File: src/rtl/img_pkg.sv
// Shared constants for the pixel-processing datapath: operation codes,
// sequencer state encoding, default frame geometry and counter widths.
package img_pkg;

  localparam int DEF_WIDTH  = 768;
  localparam int DEF_HEIGHT = 512;

  // Row/col widths cover WIDTH <= 2047 and HEIGHT <= 1023.
  localparam int ROW_W   = 10;
  localparam int COL_W   = 11;
  localparam int BLANK_W = 16;

  typedef enum logic [1:0] {
    OP_PASS   = 2'd0,
    OP_BRIGHT = 2'd1,
    OP_INVERT = 2'd2,
    OP_THRESH = 2'd3
  } op_e;

  localparam logic [1:0] ST_IDLE   = 2'd0;
  localparam logic [1:0] ST_LINE   = 2'd1;
  localparam logic [1:0] ST_HBLANK = 2'd2;
  localparam logic [1:0] ST_DRAIN  = 2'd3;

endpackage

File: src/rtl/pix_scan_counter.sv
// Row/column scan position and memory line base for one frame.
// The line base starts at the last memory line for bottom-up (BMP) order
// and steps by one line per completed row; the address is base + col.
module pix_scan_counter
  import img_pkg::*;
#(
  parameter int WIDTH     = DEF_WIDTH,
  parameter int HEIGHT    = DEF_HEIGHT,
  parameter int BOTTOM_UP = 1,
  parameter int ADDR_W    = 19
) (
  input  logic              HCLK,
  input  logic              HRESETn,
  input  logic              i_load,
  input  logic              i_issue,
  output logic [ROW_W-1:0]  o_row,
  output logic [COL_W-1:0]  o_col,
  output logic [ADDR_W-1:0] o_addr,
  output logic              o_line_end,
  output logic              o_frame_end
);

  localparam logic [ADDR_W-1:0] BASE_INIT = (BOTTOM_UP != 0) ? ADDR_W'((HEIGHT-1)*WIDTH) : '0;
  localparam logic [ADDR_W-1:0] LINE_STEP = ADDR_W'(WIDTH);
  localparam logic [COL_W-1:0]  COL_LAST  = COL_W'(WIDTH-1);
  localparam logic [ROW_W-1:0]  ROW_LAST  = ROW_W'(HEIGHT-1);

  logic [ROW_W-1:0]  r_row;
  logic [COL_W-1:0]  r_col;
  logic [ADDR_W-1:0] r_base;

  // Advance col per issue; at end of line wrap col and step row/base.
  // The final pixel leaves the position parked until the next load.
  always_ff @(posedge HCLK or negedge HRESETn) begin
    if (!HRESETn) begin
      r_row  <= '0;
      r_col  <= '0;
      r_base <= '0;
    end else if (i_load) begin
      r_row  <= '0;
      r_col  <= '0;
      r_base <= BASE_INIT;
    end else if (i_issue) begin
      if (r_col == COL_LAST) begin
        if (r_row != ROW_LAST) begin
          r_row  <= r_row + 1'b1;
          r_col  <= '0;
          r_base <= (BOTTOM_UP != 0) ? (r_base - LINE_STEP) : (r_base + LINE_STEP);
        end
      end else begin
        r_col <= r_col + 1'b1;
      end
    end
  end

  assign o_row       = r_row;
  assign o_col       = r_col;
  assign o_addr      = r_base + ADDR_W'(r_col);
  assign o_line_end  = (r_col == COL_LAST);
  assign o_frame_end = (r_col == COL_LAST) && (r_row == ROW_LAST);

endmodule

File: src/rtl/frame_read_ctrl.sv
// Frame read sequencer: scans one frame out of pixel memory, one read per
// accepted pixel, with horizontal blanking and valid/ready backpressure.
//
// state     | meaning
// ----------+------------------------------------------------------
// ST_IDLE   | waiting for start_i
// ST_LINE   | issuing reads for the current line
// ST_HBLANK | idle gap between lines, no reads issued
// ST_DRAIN  | last read issued, waiting for final pixel acceptance
module frame_read_ctrl
  import img_pkg::*;
#(
  parameter int WIDTH     = DEF_WIDTH,
  parameter int HEIGHT    = DEF_HEIGHT,
  parameter int HBLANK    = 16,
  parameter int BOTTOM_UP = 1,
  parameter int ADDR_W    = 19
) (
  input  logic              HCLK,
  input  logic              HRESETn,
  input  logic              start_i,
  input  logic              abort_i,
  input  logic [1:0]        cfg_op_i,
  input  logic [7:0]        cfg_value_i,
  input  logic              cfg_sign_i,
  input  logic [7:0]        cfg_thresh_i,
  output logic [1:0]        op_o,
  output logic [7:0]        value_o,
  output logic              sign_o,
  output logic [7:0]        thresh_o,
  output logic              mem_rd_en_o,
  output logic [ADDR_W-1:0] mem_addr_o,
  output logic              pix_valid_o,
  input  logic              pix_ready_i,
  output logic [9:0]        row_o,
  output logic [10:0]       col_o,
  output logic              line_last_o,
  output logic              frame_last_o,
  output logic              busy_o,
  output logic              frame_done_o
);

  localparam logic [BLANK_W-1:0] BLANK_INIT = BLANK_W'(HBLANK);

  if (WIDTH * HEIGHT > (1 << ADDR_W)) begin : g_addr_chk
    $error("frame_read_ctrl: WIDTH*HEIGHT exceeds pixel address space");
  end

  logic [1:0]         r_state;
  logic [BLANK_W-1:0] r_blank;
  logic               r_valid;
  logic               r_done;
  logic [1:0]         r_op;
  logic [7:0]         r_value;
  logic               r_sign;
  logic [7:0]         r_thresh;
  logic [ROW_W-1:0]   r_row;
  logic [COL_W-1:0]   r_col;
  logic               r_line_last;
  logic               r_frame_last;

  logic               w_start;
  logic               w_abort;
  logic               w_issue;
  logic [ROW_W-1:0]   w_row;
  logic [COL_W-1:0]   w_col;
  logic               w_line_end;
  logic               w_frame_end;

  assign w_start = (r_state == ST_IDLE) && start_i && !abort_i;
  assign w_abort = (r_state != ST_IDLE) && abort_i;
  assign w_issue = (r_state == ST_LINE) && (!r_valid || pix_ready_i);

  pix_scan_counter #(
    .WIDTH     (WIDTH),
    .HEIGHT    (HEIGHT),
    .BOTTOM_UP (BOTTOM_UP),
    .ADDR_W    (ADDR_W)
  ) u_scan (
    .HCLK        (HCLK),
    .HRESETn     (HRESETn),
    .i_load      (w_start),
    .i_issue     (w_issue),
    .o_row       (w_row),
    .o_col       (w_col),
    .o_addr      (mem_addr_o),
    .o_line_end  (w_line_end),
    .o_frame_end (w_frame_end)
  );

  // Sequencer: line issue, blanking countdown, drain and done pulse.
  always_ff @(posedge HCLK or negedge HRESETn) begin
    if (!HRESETn) begin
      r_state <= ST_IDLE;
      r_blank <= '0;
      r_done  <= 1'b0;
    end else begin
      r_done <= 1'b0;
      if (w_abort) begin
        r_state <= ST_IDLE;
      end else begin
        case (r_state)
          ST_IDLE: begin
            if (w_start) r_state <= ST_LINE;
          end
          ST_LINE: begin
            if (w_issue && w_line_end) begin
              if (w_frame_end) begin
                r_state <= ST_DRAIN;
              end else if (HBLANK != 0) begin
                r_state <= ST_HBLANK;
                r_blank <= BLANK_INIT;
              end
            end
          end
          ST_HBLANK: begin
            r_blank <= r_blank - 1'b1;
            if (r_blank <= 1) r_state <= ST_LINE;
          end
          ST_DRAIN: begin
            if (!r_valid || (pix_ready_i && r_frame_last)) begin
              r_done  <= 1'b1;
              r_state <= ST_IDLE;
            end
          end
          default: r_state <= ST_IDLE;
        endcase
      end
    end
  end

  // Memory dout is valid one cycle after a read and holds until accepted.
  always_ff @(posedge HCLK or negedge HRESETn) begin
    if (!HRESETn)          r_valid <= 1'b0;
    else if (w_abort)      r_valid <= 1'b0;
    else if (w_issue)      r_valid <= 1'b1;
    else if (pix_ready_i)  r_valid <= 1'b0;
  end

  // Position tags follow the read so they line up with pix_valid_o.
  always_ff @(posedge HCLK or negedge HRESETn) begin
    if (!HRESETn) begin
      r_row        <= '0;
      r_col        <= '0;
      r_line_last  <= 1'b0;
      r_frame_last <= 1'b0;
    end else if (w_issue) begin
      r_row        <= w_row;
      r_col        <= w_col;
      r_line_last  <= w_line_end;
      r_frame_last <= w_frame_end;
    end
  end

  // Configuration captured only on an accepted start, stable for the frame.
  always_ff @(posedge HCLK or negedge HRESETn) begin
    if (!HRESETn) begin
      r_op     <= '0;
      r_value  <= '0;
      r_sign   <= 1'b0;
      r_thresh <= '0;
    end else if (w_start) begin
      r_op     <= cfg_op_i;
      r_value  <= cfg_value_i;
      r_sign   <= cfg_sign_i;
      r_thresh <= cfg_thresh_i;
    end
  end

  assign op_o         = r_op;
  assign value_o      = r_value;
  assign sign_o       = r_sign;
  assign thresh_o     = r_thresh;
  assign mem_rd_en_o  = w_issue;
  assign pix_valid_o  = r_valid;
  assign row_o        = r_row;
  assign col_o        = r_col;
  assign line_last_o  = r_line_last;
  assign frame_last_o = r_frame_last;
  assign busy_o       = (r_state != ST_IDLE);
  assign frame_done_o = r_done;

endmodule

File: config.mk
export PLATFORM = sky130hd
export DESIGN_NAME = frame_read_ctrl
export DESIGN_NICKNAME = d
export VERILOG_FILES = /design/src/rtl/img_pkg.sv /design/src/rtl/pix_scan_counter.sv /design/src/rtl/frame_read_ctrl.sv
export SDC_FILE = /design/constraint.sdc
export NUM_CORES = 1
export LEC_CHECK = 0
export CORE_MARGIN = 10
export CORE_UTILIZATION = 34
export DETAILED_ROUTE_END_ITERATION = 16
export SKIP_CTS_REPAIR_TIMING = 1
export SYNTH_ARGS = -nofsm -noshare
export SYNTH_HDL_FRONTEND = slang
export SYNTH_SLANG_ARGS = --single-unit
File: constraint.sdc
create_clock -name HCLK -period 2.06 [get_ports HCLK]
set_input_delay 0.412 -clock HCLK [delete_from_list [all_inputs] [get_ports HCLK]]
set_output_delay 0.412 -clock HCLK [all_outputs]
set_load 0.03 [all_outputs]
==> results.toml, run 1 <==
[detailed_routing]
postRouteWirelength_mm = 13.3
drc = 0
first_pass_iters = 4
wire_per_inst_um = 15.5
vias_per_cell = 5.04
vias = 4313
drt_iter0_markers = 281
ant_nets = 0

[cts]
clock_latency_ns = 0.35
root_buffer = "clkbuf_16"
cts_max_level = 3
cts_tree = "yes"
clk_pin_slew_ns = 0.06
cts.sinks = 94
cts-buffers-inserted = 9
cts_buffer_depth = 2

[synthesis]
syn_area_per_cell_um2 = 8.87
synthesis.area_mm2 = 0.00472
syn_inst = 532
netlist.area_leader.share = 0.499
synth-async-reset-ratio = 1.00
synth_cell_types = 55
seq_area_frac_synth = 0.499
synth_enable_flop_cells = 0
ys.flop_type = "dfrtp_1"
synth_area_leaders = "dfrtp_1 50%, nand2_1 12%, o21ai_0 2.8%, nand3_1 2.7%, a21oi_1 2.1%"
synth_nets = 564
ys_top_cells_by_count = "150 x nand2_1, 94 x dfrtp_1, 26 x o21ai_0, 25 x nand3_1, 22 x clkbuf_1"
yosysTopAreaCell = "dfrtp_1"
synth.most_common_cell = "nand2_1"
ys_warn_count = 0
synth_seq_cells = 94

[power_and_ir_drop]
pwr-share-comb = 0.179
clkPwrFrac = 0.388
intPower_w = 0.00338
sw_frac_of_total = 0.272
p_leak_nw = 3.08
power_density_mw_per_mm2 = 673
pwr-share-seq = 0.433
vdd_drop_max_mv = 0.521
power.switching_w = 0.00126

[die]
num_rows = 42
die_h_um = 138
dieArea_mm2 = 0.0190
die_w_um = 138
ios = 89
start_util = 0.352
core_area_mm2 = 0.0134

[timing]
slew_headroom = 0.648
worst_slew_pin_slew_ns = 0.527
fmax_mhz = 390
min_period_ns = 2.56
rsz0062_at_grt = "yes"
finClkSkew_ns = 0.00519
final_hold_viol_count = 0
fin_crit_sh = 1.24
holdWs_ns = 0.0404
drv_slew = 0
setup_viol = 9
worst_slack_ns = -0.504
fin_tns_setup_ns = -3.26

[layout]
fin_util = 0.516
syn_to_final_growth_pct = 46.4
fin_area_mm2 = 0.00691
finalNetCount = 706
fillers = 1249
final_layout_size_suffix_gt1_frac = 0.222
diodes = 0

[critical_path]
reg2reg_from = "u_scan.o_col[10]"
crit_cells = 7
r2r_slack_ns = 0.11
start_kind = "flop"
crit_end = "mem_addr_o[18]"
crit_required_ns = 1.65
critPathKind = "reg -> out"
crit_start = "u_scan.o_col[9]"
crit_slowest_cell = "dfrtp_2"
cp.arrival_ns = 2.15
slowest_delay_ns = 0.43
crit_family = "simple AND/OR/NAND/NOR gates"
r2r_cells = 6
path_cells = "ha_4 -> a21o_1 -> a21oi_2 -> and3b_2 -> nand4_1 -> xnor2_4 -> buf_12"
cp_max_fo = 6
r2r-end = "u_scan.r_base[17]"
critPathBufInv = 1
cp-end-kind = "output port"

[grt]
grt_antenna_before_repair = 0
grt.total_usage = 0.144
grt_pass1_vias = 4367
grt_overflow = 0
grt_pass1_wl_mm = 21.9
grt_max_degree = 41

[status]
status = "finished, violations left"
violations = "setup timing"

[min_path]
hp-class = "in -> async"

[place]
portBuffers = 88
hpwl_mm = 10.1
place.gp.congestion = 0.872
place_ws_ns = -0.192
placed_area_mm2 = 0.00636

[job]
cap_violations = 0
-- power by group through the flow --
stage          Clock, W  Sequential (W)  Combinational, W
2_1_floorplan         0         0.00221          0.000249
3_3_place_gp          0         0.00204          0.000831
3_5_place_dp          0         0.00204          0.000841
4_1_cts         0.00185         0.00201          0.000845
5_1_grt         0.00194         0.00202          0.000901
6_report        0.00181         0.00201          0.000832
-- through the flow --
step / cells / power (W)
after detailed placement: 832 / 0.00288
after global routing: 855 / 0.00487
after CTS: 848 / 0.00470
after floorplan: 532 / 0.00246
after global placement: 832 / 0.00287
final: 855 / 0.00465
-- per-layer routing --
layer / track usage / up-vias / wire (um)
met5: 0 / - / 0
met4: 0.0458 / 0 / 168
met3: 0.0513 / 15 / 883
met2: 0.237 / 79 / 6570
met1: 0.171 / 2098 / 5660
li1: - / 2121 / -
-- worst min-delay path by stage --
stage,start,end,slack [ns],depth (start not counted)
3_3_place_gp,HRESETn,thresh_o[3],0.43,1
4_1_cts,HRESETn,thresh_o[5],0.05,1
6_report,HRESETn,thresh_o[3],0.04,1
3_5_place_dp,HRESETn,thresh_o[5],0.43,1
2_1_floorplan,HRESETn,col_o[0],0.12,0
5_1_grt,HRESETn,thresh_o[5],0.07,1
-- area by class of cell --
class | count | area (um2) | area share
multi-input cells | 393 | 2400 | 0.347
clock buffers | 10 | 239 | 0.0346
flip-flops and latches | 94 | 2350 | 0.341
inverters | 9 | 33.8 | 0.00489
well taps | 176 | 220 | 0.0319
repair buffers | 167 | 1580 | 0.228
clock inverters | 6 | 85.1 | 0.0123
-- worst reg2reg max path: stages (launching register included) --
cell	delay [ns]
dfrtp_1	0.38
buf_4	0.17
nor3b_4	0.18
and4_4	0.30
nand4_1	0.19
or4_4	0.53
a21oi_2	0.14
-- kinds of logic after synthesis --
logic type / Yosys count / synth area share
AOI/OAI and AO/OA: 79 / 0.103
xor gates and xnor gates: 19 / 0.0353
adders and majority gates: 8 / 0.0212
buffers and inverters: 45 / 0.0424
DFF: 94 / 0.499
muxes: 2 / 0.00424
and+or+nand+nor: 285 / 0.295
-- registers in the layout, summed over array words and instances (netlist names), 2 cells and up --
register and flops:
r_state 2, value_o 8, u_scan.r_base 11, row_o 10, u_scan.o_col 11, r_blank 16, thresh_o 8, op_o 2
u_scan.o_row 10, col_o 11
-- layout by cell type, fill, tap and decap left out, drive strengths merged, types with 2 or more instances in the layout --
master | Yosys | layout
nor4 | 7 | 7
xnor2 | 10 | 10
inv | 8 | 8
or2 | 3 | 3
or4 | 7 | 7
dfrtp | 94 | 94
o21ai | 28 | 28
ha | 8 | 8
a2bb2oi | 2 | 2
bufinv | 0 | 2
o41ai | 2 | 2
o21a | 3 | 3
o211ai | 4 | 4
a31o | 2 | 2
nand2b | 4 | 4
nand2 | 150 | 150
xor2 | 9 | 9
clkinvlp | 0 | 2
mux2i | 2 | 2
clkinv | 1 | 3
and4 | 5 | 5
nand3 | 26 | 26
nand4 | 14 | 14
o31ai | 8 | 8
dlymetal6s2s | 0 | 3
nor3 | 11 | 11
clkdlybuf4s50 | 0 | 73
and3 | 5 | 5
a21oi | 22 | 22
buf | 14 | 91
nor2 | 20 | 20
nor3b | 5 | 5
or3 | 17 | 17
nand3b | 2 | 2
clkbuf | 22 | 10
nor2b | 5 | 5
Note: power is estimated with default switching activity, not from simulation.
==> inputs of run 2 (changes only) <==
CORE_MARGIN = 5   (was 10)
SLEW_MARGIN = 20   (was unset)
==> results.toml, run 2 (synthesized netlist as in run 1, its figures left out) <==
[status]
status = "finished, violations left"
violations = "setup timing"

[die]
num_rows = 43
dieArea_mm2 = 0.0163
die_h_um = 128
start_util = 0.344
core_area_mm2 = 0.0137
ios = 89
die_w_um = 128

[critical_path]
r2r_cells = 6
critPathKind = "reg -> out"
crit_required_ns = 1.65
reg2reg_from = "u_scan.o_col[8]"
cp_max_fo = 5
start_kind = "flop"
cp-end-kind = "output port"
cp.arrival_ns = 2.10
r2r-end = "u_scan.r_base[17]"
r2r_slack_ns = 0.04

[grt]
grt_pass1_wl_mm = 21.0
grt_pass1_vias = 4293
grt_overflow = 0
grt_antenna_before_repair = 0
grt_max_degree = 44
grt.total_usage = 0.160

[layout]
largest_reg_flops = 16
top_register = "r_blank"
final_common_cell = "nand2_1"
diodes = 0
final_layout_size_suffix_gt1_frac = 0.221
finalNonFillerCells = 860
multi_input_area_mm2 = 0.00235
regArea_mm2 = 0.00235
fin_util = 0.495
final_cell_mix = "147 x nand2_1, 92 x dfrtp_1, 82 x buf_4"
fillers = 1293
finalNetCount = 707
syn_to_final_growth_pct = 44.0

[cts]
root_buffer = "clkbuf_16"
clk_pin_slew_ns = 0.06
cts_tree = "yes"
cts_max_level = 3
cts.sinks = 94
cts-buffers-inserted = 9
cts_buffer_depth = 2
clock_latency_ns = 0.35

[timing]
min_period_ns = 2.51
setup_viol = 8
fmax_mhz = 399
rsz0062_at_grt = "yes"
drv_slew = 0
worst_slew_pin_slew_ns = 0.486
finClkSkew_ns = 0.00452
fin_crit_sh = 1.22
worst_slack_ns = -0.447
final_hold_viol_count = 0
slew_headroom = 0.672

[power_and_ir_drop]
intPower_w = 0.00338
p_leak_nw = 3.04
pwr-share-seq = 0.434
vdd_drop_max_mv = 0.370
sw_frac_of_total = 0.270
clkPwrFrac = 0.388
p_total_w = 0.00464
power_density_mw_per_mm2 = 682
pwr-share-comb = 0.178
power.switching_w = 0.00125

[detailed_routing]
ant_nets = 0
drt_iter0_markers = 256
postRouteWirelength_mm = 12.4
vias = 4310
first_pass_iters = 4
vias_per_cell = 5.01
drc = 0
wire_per_inst_um = 14.5

[place]
place_inst = 835
portBuffers = 88
hpwl_mm = 9.28
place.gp.congestion = 0.849

[job]
cap_violations = 0

[min_path]
hp-class = "in -> async"
## run 2: cell count changes in the layout (fill, tap and decap cells not counted), sizes merged
cell,before,now
clkdlybuf4s50,73,74
dlymetal6s2s,3,2
buf,91,92
## run 2: final cells by class
cell class	count	share of cell area
sequential	94	0.346
multi-input combinational	393	0.345
timing repair buffer	168	0.222
clock buffer	10	0.0352
tap	180	0.0331
clock inverter	6	0.0125
inverter	9	0.00497
## run 2: worst max-delay path, stage by stage, from the launching register on
cell and delay [ns]:
dfrtp_1 0.41, ha_4 0.28, a21o_1 0.14, a21oi_2 0.06, and3b_2 0.28, nand4_1 0.22
xnor2_4 0.20, buf_6 0.15
## run 2: how the worst max path moves through the flow
stage / from / end / slack, ns / cells after the start
finish: u_scan.r_base[9] / mem_addr_o[18] / -0.45 / 7
global route: u_scan.r_base[9] / mem_addr_o[18] / -0.59 / 7
CTS: u_scan.r_base[9] / mem_addr_o[18] / -0.54 / 7
detailed placement: pix_ready_i / u_scan.r_base[17] / -0.30 / 7
global placement: pix_ready_i / u_scan.r_base[17] / -0.24 / 7
floorplan: u_scan.o_col[9] / mem_addr_o[18] / -0.14 / 7
## run 2: metal layers
metal,global-route usage,vias to the layer above,part of all wire
met5,0,-,0
met4,0.0624,0,0.021
met3,0.0467,20,0.057
met2,0.251,94,0.48
met1,0.208,2077,0.45
li1,-,2119,-
## run 2: power by group through the flow
stage | Clock (W) | Combinational, W | Sequential, W
after floorplan | 0 | 0.000249 | 0.00221
after global placement | 0 | 0.000820 | 0.00204
after detailed placement | 0 | 0.000827 | 0.00204
after CTS | 0.00186 | 0.000831 | 0.00201
after global routing | 0.00193 | 0.000894 | 0.00202
final | 0.00180 | 0.000825 | 0.00201
## run 2: stage by stage
step / setup TNS, ns / area, um2 / hold slack (ns) / worst slack, ns
finish: -2.74 / 6800 / 0.0000312 / -0.447
global route: -3.91 / 6800 / 0.0301 / -0.586
CTS: -4.01 / 6610 / -0.000639 / -0.535
detailed placement: -5.00 / 6290 / 0.380 / -0.304
global placement: -3.11 / 6290 / 0.380 / -0.242
floorplan: -0.329 / 4820 / 0.116 / -0.139
